File: src/rtl/pong_sound_fx.sv
// rtl/pong_sound_fx.sv - square-wave tone bursts for game events, one sample per audio tick
// Tones are sequenced by a small priority FSM; samples go out over a valid/ready handshake.
module pong_sound_fx #(
  parameter int SAMPLE_WIDTH = 16,
  parameter int AMPLITUDE    = 8000,
  parameter int PADDLE_HALF  = 50,
  parameter int WALL_HALF    = 100,
  parameter int SCORE_A_HALF = 40,
  parameter int SCORE_B_HALF = 30,
  parameter int PADDLE_DUR   = 4410,
  parameter int WALL_DUR     = 2205,
  parameter int SCORE_DUR    = 8820,
  parameter int CNT_WIDTH    = 16
) (
  input  logic                           clock,
  input  logic                           reset,
  input  logic                           audioClock,
  input  logic                           paddleHit,
  input  logic                           wallHit,
  input  logic                           scoreEvent,
  output logic signed [SAMPLE_WIDTH-1:0] sampleData,
  output logic                           sampleValid,
  input  logic                           sampleReady,
  output logic                           busy,
  output logic                           overrun
);

  typedef enum logic [2:0] {IDLE, PADDLE, WALL, SCORE_A, SCORE_B} state_t;

  localparam logic signed [SAMPLE_WIDTH-1:0] AMP_FULL = SAMPLE_WIDTH'(AMPLITUDE);
  localparam logic signed [SAMPLE_WIDTH-1:0] AMP_HALF = SAMPLE_WIDTH'(AMPLITUDE / 2);
  localparam logic [CNT_WIDTH-1:0] P_HALF  = CNT_WIDTH'(PADDLE_HALF);
  localparam logic [CNT_WIDTH-1:0] W_HALF  = CNT_WIDTH'(WALL_HALF);
  localparam logic [CNT_WIDTH-1:0] SA_HALF = CNT_WIDTH'(SCORE_A_HALF);
  localparam logic [CNT_WIDTH-1:0] SB_HALF = CNT_WIDTH'(SCORE_B_HALF);
  localparam logic [CNT_WIDTH-1:0] P_DUR   = CNT_WIDTH'(PADDLE_DUR);
  localparam logic [CNT_WIDTH-1:0] W_DUR   = CNT_WIDTH'(WALL_DUR);
  localparam logic [CNT_WIDTH-1:0] S_DUR   = CNT_WIDTH'(SCORE_DUR);
  localparam logic [CNT_WIDTH-1:0] ONE     = CNT_WIDTH'(1);

  state_t                         state, state_next, ev_state;
  logic [CNT_WIDTH-1:0]           halfCnt, halfCnt_next, durCnt, durCnt_next;
  logic [CNT_WIDTH-1:0]           ev_dur, cur_half, cur_dur;
  logic                           polarity, polarity_next;
  logic                           audioPrev, tick, accept;
  logic [1:0]                     ev_prio, cur_prio;
  logic signed [SAMPLE_WIDTH-1:0] mag, sample_next;

  assign tick = audioClock & ~audioPrev;
  assign busy = (state != IDLE);

  always_comb begin
    ev_state = IDLE;
    ev_prio  = 2'd0;
    ev_dur   = '0;
    if (scoreEvent) begin
      ev_state = SCORE_A;
      ev_prio  = 2'd3;
      ev_dur   = S_DUR;
    end else if (paddleHit) begin
      ev_state = PADDLE;
      ev_prio  = 2'd2;
      ev_dur   = P_DUR;
    end else if (wallHit) begin
      ev_state = WALL;
      ev_prio  = 2'd1;
      ev_dur   = W_DUR;
    end
  end

  always_comb begin
    cur_prio = 2'd0;
    cur_half = ONE;
    cur_dur  = ONE;
    case (state)
      PADDLE:  begin cur_prio = 2'd2; cur_half = P_HALF;  cur_dur = P_DUR; end
      WALL:    begin cur_prio = 2'd1; cur_half = W_HALF;  cur_dur = W_DUR; end
      SCORE_A: begin cur_prio = 2'd3; cur_half = SA_HALF; cur_dur = S_DUR; end
      SCORE_B: begin cur_prio = 2'd3; cur_half = SB_HALF; cur_dur = S_DUR; end
      default: ;
    endcase
  end

  assign accept = (ev_state != IDLE) && (ev_prio >= cur_prio);

  // Sample reflects pre-tick state; second half of a tone plays at half amplitude.
  always_comb begin
    mag         = (durCnt > (cur_dur >> 1)) ? AMP_FULL : AMP_HALF;
    sample_next = '0;
    if (state != IDLE)
      sample_next = polarity ? mag : -mag;
  end

  always_comb begin
    state_next    = state;
    halfCnt_next  = halfCnt;
    durCnt_next   = durCnt;
    polarity_next = polarity;
    if (accept) begin
      state_next    = ev_state;
      halfCnt_next  = '0;
      polarity_next = 1'b1;
      durCnt_next   = ev_dur;
    end else if (tick && state != IDLE) begin
      if (halfCnt == cur_half - ONE) begin
        halfCnt_next  = '0;
        polarity_next = ~polarity;
      end else begin
        halfCnt_next = halfCnt + ONE;
      end
      if (durCnt == ONE) begin
        case (state)
          SCORE_A: begin
            state_next    = SCORE_B;
            durCnt_next   = S_DUR;
            halfCnt_next  = '0;
            polarity_next = 1'b1;
          end
          default: state_next = IDLE;
        endcase
      end else begin
        durCnt_next = durCnt - ONE;
      end
    end
  end

  always_ff @(posedge clock or posedge reset) begin
    if (reset) begin
      state       <= IDLE;
      halfCnt     <= '0;
      durCnt      <= '0;
      polarity    <= 1'b1;
      audioPrev   <= 1'b0;
      sampleData  <= '0;
      sampleValid <= 1'b0;
      overrun     <= 1'b0;
    end else begin
      state     <= state_next;
      halfCnt   <= halfCnt_next;
      durCnt    <= durCnt_next;
      polarity  <= polarity_next;
      audioPrev <= audioClock;
      if (tick) begin
        sampleData  <= sample_next;
        sampleValid <= 1'b1;
        if (sampleValid && !sampleReady)
          overrun <= 1'b1;
      end else if (sampleValid && sampleReady) begin
        sampleValid <= 1'b0;
      end
    end
  end

endmodule

File: config.mk
export PLATFORM = sky130hd
export DESIGN_NAME = pong_sound_fx
export DESIGN_NICKNAME = d
export VERILOG_FILES = /design/src/rtl/pong_sound_fx.sv
export SDC_FILE = /design/constraint.sdc
export NUM_CORES = 1
export LEC_CHECK = 0
export CORE_MARGIN = 1
export CORE_UTILIZATION = 55
export CTS_BUF_LIST = sky130_fd_sc_hd__clkbuf_8
export CTS_CLUSTER_DIAMETER = 150
export DETAILED_ROUTE_END_ITERATION = 12
export PLACE_DENSITY = 0.76
export SLEW_MARGIN = 20
export SYNTH_ARGS = -nofsm -noshare
export SYNTH_HDL_FRONTEND = slang
export SYNTH_SLANG_ARGS = --single-unit
File: constraint.sdc
create_clock -name clock -period 3 [get_ports clock]
set_clock_uncertainty 0.1 [all_clocks]
set_input_delay 0.6 -clock clock [delete_from_list [all_inputs] [get_ports clock]]
set_output_delay 0.6 -clock clock [all_outputs]
set_load 0.02 [all_outputs]
==> impl_results.md <==
- I/O pin count: 26
- Hold-fix buffer count after cts: 0
- Total placed instance area: 0.00355 mm²
- Height of the die: between 70 and 80 µm
- Total number of cells along the worst setup path: 12
- Synthesized instance count: 368
- Clock Tree Buf Depth: 2
- Critical Path Source Type: flip-flop
- Sequential cell area: between 0.001 and 0.0015 mm²
- Total of buffers placed on input and output ports: 20
- Most common library cells after synthesis: 45 x sky130_fd_sc_hd__nor2_1, 44 x sky130_fd_sc_hd__dfrtp_1, 39 x sky130_fd_sc_hd__nand2_1, 27 x sky130_fd_sc_hd__a21oi_1
- Final standard cell area without fillers: 0.00366 mm²
- CP top delay family: simple AND/OR/NAND/NOR gates
- GPL Wtd Cong: 0.906
- Path type of the worst min-delay path: flip-flop to flip-flop
- Number of DRC markers in iteration 0: 159
- Adder and majority cell fraction of the synthesized area: 0.0726
- Clock Sinks: 45
- Final WS setup: approximately 0.18 ns
- Max-slew headroom at the worst pin: 0.588
- 1st-pass router iterations: 5
- Total of flip-flops plus latches after synthesis: 45
- Worst hold slack across all endpoints: 0.381 ns
- TritonCTS clock tree: yes
- Area growth from synthesis to layout: 17.9%
- Placeable core region: between 0.005 and 0.006 mm²
- Half-perimeter wire length of the detailed placement result: just under 6 mm
- Number of buffers added for setup after CTS: 0
- Count leader, synth: sky130_fd_sc_hd__nor2_1
- Type of destination of the critical path: flip-flop
- Fraction of the mapped netlist area in compound gates: 0.195
- Clock-pin transition on the worst setup and hold timing paths: 0.08 ns
- Wire length of the first global-routing pass: around 13 mm
- Cell type with the highest aggregate area in the netlist: sky130_fd_sc_hd__dfrtp_1
- Count of pins over their slew limit: 0
- Leak Pwr: about 1.6 nW
- Required time of the worst setup path: between 3 and 4 ns
- XOR/XNOR share of the synthesized area: 0.0367
- Setup violation total in the final timing report: 0
- Critical Path AT: between 2 and 3 ns
- Highest attainable clock frequency: about 0.35 GHz
- Mux cell area share after synthesis: 0.00322
- Summed instance area of the synthesized netlist: about 0.0031 mm²
- Top cell type's share of synthesized area: 0.355
- Antenna violations before repair: 0
- Biggest cell delay along the critical path: 0.45 ns
- Most area-consuming cells after synthesis: sky130_fd_sc_hd__dfrtp_1 35%, sky130_fd_sc_hd__ha_1 7.3%, sky130_fd_sc_hd__nor2_1 5.4%
- Sequential cell area fraction in the yosys report: 0.363
- Sum of buffers and inverters on the critical path: 1
- Largest family of logic cells by synthesized area: simple AND/OR/NAND/NOR gates
- N_diodes: 0
- Critical path type: flip-flop to flip-flop
- Layout cells sized above 1: 0.167
- Antenna-violating nets left: 0
- Simple-gate portion of the synthesized area: 0.262
- Hold Crit Depth: 2
- Via density: 6.00
- Count of filler cells inserted in the layout: between 400 and 500
- Largest net degree at the start of global routing: 46
- Worst Max-Slew Pin Slew: 0.614 ns
- Maximum vdd drop: roughly 490 µV
- Status: complete, no violations
- GRT Overall Usage: 0.283
- RSZ-0062 raised after global routing: no
- Setup slack at placement: -0.184 ns
- Clock H-tree levels: 2
- Total congestion overflow: 0
- # DRC: 0
- Number of flops mapped to enable cells by yosys: 0
- Synth cell types: 62
- Depth of the worst register-to-register path: 12
- DR vias: slightly below 3,000
- Flip-flop cell with the highest count after synthesis: sky130_fd_sc_hd__dfrtp_1
- Power per unit of standard cell area: roughly 840 mW/mm²
- Part of the cycle the worst path needs: 0.941
- Cells along the critical path: nand2b_4 > or2_2 > buf_4 > ha_1 > o21a_1 > o21a_1 > o21ai_1 > and3b_2 > o21ai_0 > nand2_1 > ha_1 > o31ai_2
- DRT Wirelength: 7.77 mm
- Clock root buffer: sky130_fd_sc_hd__clkbuf_8
- Yosys warnings: 0
- Async set-reset flop share out of synthesis: 1.00
- Number of standard-cell rows in the floorplan: 26
- Multi-input gate area in the final layout: between 0.0015 and 0.002 mm²
- Worst-path cell with the longest stage delay: sky130_fd_sc_hd__dfrtp_2
- Die width: between 70 and 80 µm
- Via count of the first global-routing pass: roughly 2,900
- Critical path peak fanout: 6
- Die outline area: approximately 0.0059 mm²
- Skew-Pair Late Insertion Delay: ~0.29 ns
- Tmin final: 2.82 ns
- Syn avg cell area: 8.44 µm²
- Number of hold-slack violations in the final timing report: 0
- WL/cell: ~16 µm
- Post-layout nets: around 440
- Reported max-cap violation count: 0
- Number of buffers created by CTS: 5
- Initial standard-cell utilization of the core: 0.589
[worst min-delay path, delay by kind of cell, from the launching register on]
kind / cells / cell delay, ns
DFF: 1 / 0.35
AOI/OAI and AO/OA: 1 / 0.06
and+or+nand+nor: 1 / 0.04
[where the power goes]
group	internal (mW)	switching (mW)
Clock	0.158	0.204
Sequential	0.737	0.183
Combinational	0.803	0.990
[cell usage in the layout, fill, tap and decap left out, types with 4 or more instances in the layout]
cell type,synthesis,routed
sky130_fd_sc_hd__o21a_1,4,4
sky130_fd_sc_hd__nor2_1,45,45
sky130_fd_sc_hd__nand2_1,39,39
sky130_fd_sc_hd__o31ai_1,5,4
sky130_fd_sc_hd__a21o_1,4,4
sky130_fd_sc_hd__xor2_1,5,5
sky130_fd_sc_hd__clkbuf_8,0,5
sky130_fd_sc_hd__xnor2_1,8,8
sky130_fd_sc_hd__ha_1,18,18
sky130_fd_sc_hd__conb_1,1,5
sky130_fd_sc_hd__nor3_1,13,13
sky130_fd_sc_hd__buf_4,11,36
sky130_fd_sc_hd__a31oi_1,5,5
sky130_fd_sc_hd__inv_1,15,15
sky130_fd_sc_hd__or3_1,4,4
sky130_fd_sc_hd__nand3_1,10,10
sky130_fd_sc_hd__a21oi_1,27,26
sky130_fd_sc_hd__nand2b_1,7,6
sky130_fd_sc_hd__o21ai_0,18,16
sky130_fd_sc_hd__clkdlybuf4s50_1,0,20
sky130_fd_sc_hd__nand4_1,7,7
sky130_fd_sc_hd__dfrtp_1,44,43
[state kept, by name (all words and copies together) (netlist names)]
signal	count
overrun	1
sampleData	6
halfCnt	16
audioPrev	1
polarity	1
state	3
sampleValid	1
durCnt	16
[cell type report]
type	instances	share of cell area
well taps	70	0.0239
multi-input cells	288	0.496
clock buffers	5	0.0188
repair buffers	57	0.134
flip-flops and latches	45	0.308
clock inverters	3	0.00376
inverters	15	0.0154
[kinds of logic after synthesis]
group,Yosys count
buf+inv,39
flops,45
mux,1
fa+ha+maj,18
xor+xnor,13
compound gates,94
other cells,1
simple gates,157
[repair_timing]
item | CTS | global route
hold endpoints to repair | 0 | 0
setup endpoints to repair | 0 | 3
gates resized for setup | 0 | 10
[path summary, 6_finish.rpt]
| path | slack [ns] | startpoint | to |
|---|---|---|---|
| min in group asynchronous | 0.55 | reset | halfCnt[8] |
| setup reg to reg | 0.18 | state[2] | sampleData[7] |
| hold reg to reg | 0.38 | sampleData[12] | sampleData[12] |
| hold / removal | 0.38 | sampleData[12] | sampleData[12] |
| setup / recovery | 0.18 | state[2] | sampleData[7] |
| max in group asynchronous | 1.98 | reset | polarity |
[metal layers]
metal  routed length, µm  track usage
met5                   0            0
met4                 114       0.0698
met3                 529       0.0583
met2                3640        0.473
met1                3490        0.371
[metrics by stage]
step	std cells	total power, mW	TNS, ns	utilization
2_1_floorplan	372	2.03	0	-
3_3_place_gp	475	2.58	-0.253	0.673
3_5_place_dp	475	2.62	-1.04	0.673
4_1_cts	483	3.01	0	0.689
5_1_grt	483	3.32	0	0.694
6_report	483	3.08	0	0.694
Note: power is estimated with default switching activity, not from simulation.
